### src/rtl/shared_reg_pkg.sv
// Shared types, defaults and the round-robin winner search for shared_reg_arbiter.
package shared_reg_pkg;

    localparam int unsigned MaxReq      = 8;
    localparam int unsigned DefNumReq   = 4;
    localparam int unsigned DefDataW    = 8;
    localparam int unsigned DefMaxBurst = 2;

    typedef enum logic [1:0] {
        IDLE,
        GRANT,
        GAP
    } arb_state_t;

    // First requester found scanning upward from last+1, wrapping modulo num_req.
    // Returns last unchanged when nobody is requesting.
    function automatic logic [2:0] rr_next(input logic [MaxReq-1:0] req,
                                           input logic [2:0]        last,
                                           input int unsigned       num_req);
        logic [2:0]  win;
        logic        found;
        int unsigned idx;
        win   = last;
        found = 1'b0;
        for (int unsigned i = 1; i <= MaxReq; i++) begin
            if (!found && i <= num_req) begin
                idx = (32'(last) + i) % num_req;
                if (req[idx]) begin
                    win   = 3'(idx);
                    found = 1'b1;
                end
            end
        end
        return win;
    endfunction

endpackage

### src/rtl/shared_reg_word.sv
// DATA_W-bit falling-edge storage word with synchronous active-high clear and load enable.
module shared_reg_word #(
    parameter int unsigned DATA_W = 8
) (
    input  logic              clk,
    input  logic              clr,
    input  logic              load,
    input  logic [DATA_W-1:0] d,
    output logic [DATA_W-1:0] q
);

    logic [DATA_W-1:0] word_q;

    always_ff @(negedge clk) begin
        if (clr) begin
            word_q <= '0;
        end else if (load) begin
            word_q <= d;
        end
    end

    assign q = word_q;

endmodule

### src/rtl/shared_reg_arbiter.sv
// Round-robin arbiter sharing one register among NUM_REQ requesters, with burst limit and gap.
// Define SHARED_REG_PARITY_EN to add the q_par output (XOR of q).
module shared_reg_arbiter
    import shared_reg_pkg::*;
#(
    parameter int unsigned NUM_REQ   = DefNumReq,
    parameter int unsigned DATA_W    = DefDataW,
    parameter int unsigned MAX_BURST = DefMaxBurst
) (
    input  logic                        clk,
    input  logic                        rst,
    input  logic [NUM_REQ-1:0]          req,
    input  logic [NUM_REQ-1:0]          wr_en,
    input  logic [NUM_REQ*DATA_W-1:0]   wr_data,
    output logic [NUM_REQ-1:0]          gnt,
    output logic [$clog2(NUM_REQ)-1:0]  owner,
    output logic                        busy,
    output logic [DATA_W-1:0]           q
`ifdef SHARED_REG_PARITY_EN
    ,
    output logic                        q_par
`endif
);

    localparam int unsigned OW = $clog2(NUM_REQ);
    localparam int unsigned BW = $clog2(MAX_BURST + 1);
    localparam logic [BW-1:0] BurstMax = BW'(MAX_BURST);

    arb_state_t        state_q, state_d;
    logic [OW-1:0]     owner_q, owner_d;
    logic [OW-1:0]     last_q, last_d;
    logic [BW-1:0]     burst_q, burst_d;
    logic [NUM_REQ-1:0] gnt_q, gnt_d;

    logic [MaxReq-1:0]  req_ext;
    logic [OW-1:0]      win;
    logic [NUM_REQ-1:0] owner_oh;
    logic               others;
    logic               wr_sel;
    logic [DATA_W-1:0]  wr_word;

    always_comb begin
        req_ext              = '0;
        req_ext[NUM_REQ-1:0] = req;
    end

    assign win = OW'(rr_next(req_ext, 3'(last_q), NUM_REQ));

    always_comb begin
        owner_oh          = '0;
        owner_oh[owner_q] = 1'b1;
    end

    assign others = |(req & ~owner_oh);

    always_comb begin
        state_d = state_q;
        owner_d = owner_q;
        last_d  = last_q;
        burst_d = burst_q;
        unique case (state_q)
            IDLE, GAP: begin
                state_d = IDLE;
                if (|req) begin
                    state_d = GRANT;
                    owner_d = win;
                    last_d  = win;
                    burst_d = BW'(1);
                end
            end
            GRANT: begin
                if (!req[owner_q] || (burst_q == BurstMax && others)) begin
                    state_d = GAP;
                end else if (burst_q != BurstMax) begin
                    burst_d = burst_q + BW'(1);
                end
            end
            default: state_d = IDLE;
        endcase
    end

    // Grant is registered: derived from the state and owner being loaded this edge.
    always_comb begin
        gnt_d = '0;
        if (state_d == GRANT) begin
            gnt_d[owner_d] = 1'b1;
        end
    end

    always_ff @(negedge clk) begin
        if (rst) begin
            state_q <= IDLE;
            owner_q <= '0;
            last_q  <= OW'(NUM_REQ - 1);
            burst_q <= '0;
            gnt_q   <= '0;
        end else begin
            state_q <= state_d;
            owner_q <= owner_d;
            last_q  <= last_d;
            burst_q <= burst_d;
            gnt_q   <= gnt_d;
        end
    end

    assign wr_sel = (state_q == GRANT) && wr_en[owner_q];

    always_comb begin
        wr_word = '0;
        for (int unsigned i = 0; i < NUM_REQ; i++) begin
            if (owner_q == OW'(i)) begin
                wr_word = wr_data[i*DATA_W +: DATA_W];
            end
        end
    end

    shared_reg_word #(
        .DATA_W(DATA_W)
    ) u_word (
        .clk (clk),
        .clr (rst),
        .load(wr_sel),
        .d   (wr_word),
        .q   (q)
    );

`ifdef SHARED_REG_PARITY_EN
    assign q_par = ^q;
`endif

    assign gnt   = gnt_q;
    assign owner = owner_q;
    assign busy  = (state_q != IDLE);

endmodule

### config.mk
export PLATFORM = sky130hd
export DESIGN_NAME = shared_reg_arbiter
export DESIGN_NICKNAME = d
export VERILOG_FILES = /design/src/rtl/shared_reg_pkg.sv /design/src/rtl/shared_reg_word.sv /design/src/rtl/shared_reg_arbiter.sv
export SDC_FILE = /design/constraint.sdc
export NUM_CORES = 1
export LEC_CHECK = 0
export ABC_AREA = 1
export BUFFER_PORTS_ARGS = -buffer_cell sky130_fd_sc_hd__buf_2
export CELL_PAD_IN_SITES_DETAIL_PLACEMENT = 0
export CELL_PAD_IN_SITES_GLOBAL_PLACEMENT = 1
export CORE_ASPECT_RATIO = 1.4
export CORE_MARGIN = 1
export CORE_UTILIZATION = 30
export DETAILED_ROUTE_END_ITERATION = 10
export PLACE_DENSITY = 0.86
export SLEW_MARGIN = 5
export SYNTH_ARGS = -nofsm -noshare
export SYNTH_HDL_FRONTEND = slang
export SYNTH_SLANG_ARGS = --single-unit
### constraint.sdc
create_clock -name clk -period 1.5 [get_ports clk]
set_input_delay 0.225 -clock clk [delete_from_list [all_inputs] [get_ports clk]]
set_output_delay 0.225 -clock clk [all_outputs]
set_load 0.02 [all_outputs]
# ---- Word-level counts from Yosys, hierarchy flattened
# Index checks and enable logic that the tools add are counted.
dict set report classes {
  addsub 5
  multipliers 0
  div_mod_pow 0
  magnitude_cmp 8
  eq_ne 11
  shifts 0
  muxes 41
  bitwise 3
  reduce_logical 16
}
# op n
set op_table {}
lappend op_table {{$mux 8} 4}
lappend op_table {{$mux 2} 13}
lappend op_table {{$lt 2x4->1 const B} 4}
lappend op_table {{$mux 1} 14}
lappend op_table {{$bmux 1 s2} 6}
lappend op_table {{$eq 2x2->1 const B} 4}
lappend op_table {{$ne 2x2->1 const B} 4}
lappend op_table {{$pmux 2 s2} 2}
lappend op_table {{$reduce_or 4->1} 2}
lappend op_table {{$add 2x1->2 const B} 3}
lappend op_table {{$eq 2x1->1 const B} 3}
lappend op_table {{$lt 2x3->1 const B} 2}
lappend op_table {{$add 2x2->2 const B} 2}
lappend op_table {{$and 4x4->4} 1}
lappend op_table {{$demux 1 s2} 2}
lappend op_table {{$ge 2x1->1 const B} 2}
lappend op_table {{$logic_and 1x1->1} 4}
lappend op_table {{$logic_not 2->1} 2}
lappend op_table {{$not 4->4} 1}
lappend op_table {{$reduce_and 4->1} 1}
lappend op_table {{$reduce_bool 2->1} 2}
lappend op_table {{$reduce_or 2->1} 2}
lappend op_table {{$reduce_and 2->1} 1}
lappend op_table {{$logic_not 1->1} 1}
lappend op_table {{2 further kinds} 2}
dict set report totals {
  regBits 20
  latchBits 0
  mem_bits_rw 0
  rom_bits 0
  inputBits 42
  out_inout_bits 15
  memories 0
}

# ---- Longest topological paths before layout
dict set report depth {
  depth_word 16
  ltp_mapped 13
  depth_no_buf 12
}

# ---- Modules after synthesis
# From an unflattened synthesis, not the netlist that was laid out.
dict set report hier_totals {
  hier_cells 215
  area_unflattened_um2 1300.0
}
# mod n_inst cells_per_inst area_per_inst_um2
set by_module_without_submodules {}
lappend by_module_without_submodules {shared_reg_arbiter 1 163 954.7}
lappend by_module_without_submodules {shared_reg_word 1 52 345.3}

==> flow_summary.ini <==
[final_layout]
nFillCells = 293
n_antenna_cell = 0
fin_nets = 346
layout-drive-gt1-share_pct = 67.5
finalNonFillerCells = 344
syn_to_final_growth_pct = 124

[setup_path]
rr_worst_depth = 11
timing.rr.start = last_q[0]
reg2reg_slack_ps = -100
crit_type = flip-flop to output port
slowest_delay_ps = 310
worstPathArrival_ps = 1750
critPathBufInv = 1
cp-start-kind = flip-flop
end_kind = output port
crit_fanout = 2
critPathSlowestCell = dfxtp_2
r2r-end = owner[1]
cp.required_ps = 1270
crit_family = flip-flops
path_cells = or2_4 > buf_6

[placement]
dp_hpwl_mm = 2.79
gp_congestion = 0.750
dp.cells = 307
port_buffers = 56

[synthesis]
synth_edf_count = 0
synth_xor_area_share_pct = 0
yosysTopAreaCell = dfxtp_1
synth_top_area_share_pct = 34.1
synth_ff_type = dfxtp_1
ys_ff_latch = 20
synth_compound_area_share_pct = 25.7
yosysSeqAreaShare_pct = 34.1
synthTopCellsByCount = nand2_1 (62), a21oi_1 (20), dfxtp_1 (20), nor2_1 (15), inv_1 (11)
synthSimpleGateAreaFrac_pct = 32.2
syn-cell-area_um2 = 1170
syn_inst = 179
yosysUniqueCellTypes = 26
synthMuxAreaShare_pct = 0
synth_top_family_by_area = simple AND/OR/NAND/NOR gates
syn-num-nets = 222
synthAdderAreaFrac_pct = 1.07
yosysMostFrequentCell = nand2_1
synth_area_leaders = dfxtp_1 (34%), nand2_1 (20%), a21oi_1 (8.5%)
synth_async_sr_flop_share_pct = 0
ys_warn_count = 0
avgSynthCellArea_um2 = 6.56

[grt]
grt_pass1_vias = 1655
grt_max_degree = 13
grt_remaining_overflow = 0
grt_pass1_wl_mm = 6.56
antenna_found_initial = 0
grt_use_total_pct = 20.9

[run_status]
violations = negative setup slack
run_status = complete, but fails checks

[timing]
slew_viol_final = 0
tightest_slew_ps = 268
hold_violations = 0
setup_violations = 34
rsz0062_at_grt = true
slew_headroom_pct = 82.1
skew_ps = 21.2
worst_slack_ps = -477

[clocking]
root_buffer = clkbuf_8
max-clock-path-buffers = 2
hold_buffers = 0
clk_pin_slew_ps = 30
h-tree-depth = 1
clock_latency_ps = 350
clock-sinks = 20
cts_tree = built
numCtsBuffers = 3

[min_path]
whs_path_depth = 2
hold_path_class = flip-flop to flip-flop
worstHoldStart = burst_q[0]
whs_endpoint = burst_q[0]

[drt]
vias = 1693
dr.pass1.iters = 4
finalWirelength_mm = 4.57
drtIter0Drc = 44
vias_per_cell = 4.92
wire_per_inst_um = 13.3
drt_drc_violations_left = 0
final_antenna_net_count = 0

[floorplan]
placementRows = 26
boundaryPins = 57
dieArea_um2 = 4170
initial_utilization_pct = 31.6
die_width_um = 54.9
core_area_um2 = 3710
fp.dieH_um = 76.0

[power]
p_seq_share_pct = 18.0
p_leak_nw = 1.35
total_power_mw = 4.48
p_int_mw = 2.44
p_comb_share_pct = 68.5
ir_drop_mv = 1.08
p_sw_mw = 2.04
p_clk_share_pct = 13.5
power_density_nw_per_um2 = 1700
p_sw_share_pct = 45.5

[flow_run]
drv_cap = 0
cell usage in the layout, fill, tap and decap left out, types with 11 or more instances in the layout:
cell,n
a21oi_1,11
buf_2,36
buf_4,30
buf_6,30
dfxtp_2,16
inv_1,27
nand2_1,26
nand2_2,19
nand2_4,18
nor2_1,12
per-layer routing:
layer	vias up	part of all wire (%)	global-route usage, %
li1	844	-	-
met1	781	34	21.5
met2	56	59	36.7
met3	12	4.4	6.19
met4	0	2.5	8.46
met5	-	0	0
registers in the layout, summed over array words and instances (netlist names):
| register | cells |
|---|---|
| last_q | 2 |
| burst_q | 2 |
| state_q | 2 |
| gnt | 4 |
| owner | 2 |
| u_word.q | 8 |
power groups by stage:
stage | clock network, mW | registers, mW | logic [mW]
after floorplan | 0.0857 | 0.909 | 1.11
after global placement | 0.0857 | 0.771 | 2.07
after detailed placement | 0.0857 | 0.769 | 2.08
after global routing | 0.700 | 0.829 | 3.29
after CTS | 0.617 | 0.798 | 2.58
final | 0.604 | 0.806 | 3.07
worst max path at each step:
stage	from	slack, ps	endpoint	depth (start not counted)
floorplan	req[2]	-300	owner[1]	10
global placement	req[2]	-600	gnt[2]	11
detailed placement	req[2]	-620	gnt[0]	11
CTS	state_q[1]	-490	busy	2
global route	state_q[0]	-500	busy	2
finish	state_q[0]	-480	busy	2
cells by family after synthesis:
| family | Yosys count |
|---|---|
| compound gates | 49 |
| flops | 20 |
| simple gates | 91 |
| fa+ha+maj | 1 |
| buf+inv | 18 |
repair_timing:
item	4_1_cts	5_1_grt
setup buffers	8	10
gates resized for setup	104	50
gates cloned	0	0
pin swaps	39	36
endpoints found under the setup margin	35	35
cell type report:
type / instances / area (um2) / area share, %
multi-input cells: 141 / 1090 / 41.4
inverters: 14 / 75.1 / 2.86
clock buffers: 3 / 41.3 / 1.57
clock inverters: 21 / 81.3 / 3.10
repair buffers: 103 / 868 / 33.1
flip-flops and latches: 20 / 420 / 16.0
well taps: 42 / 52.6 / 2.00
metrics by stage:
step / setup TNS, ps / hold slack (ps) / utilization [%] / area [um2] / setup WS [ps]
2_1_floorplan: -3390 / 441 / - / 1270 / -304
6_report: -5940 / 497 / 70.8 / 2630 / -477
5_1_grt: -7660 / 536 / 70.8 / 2630 / -502
3_5_place_dp: -9060 / 475 / 49.9 / 1850 / -616
4_1_cts: -5220 / 484 / 63.1 / 2340 / -487
3_3_place_gp: -8860 / 461 / 49.9 / 1850 / -601
worst reg2reg max path: cells and delay by family (launching register included):
family                 cells  cell delay, ps
AOI/OAI and AO/OA          1             170
DFF                        1             420
and+or+nand+nor            9             800
buffers and inverters      1             110
(Power assumes the default switching activity.)
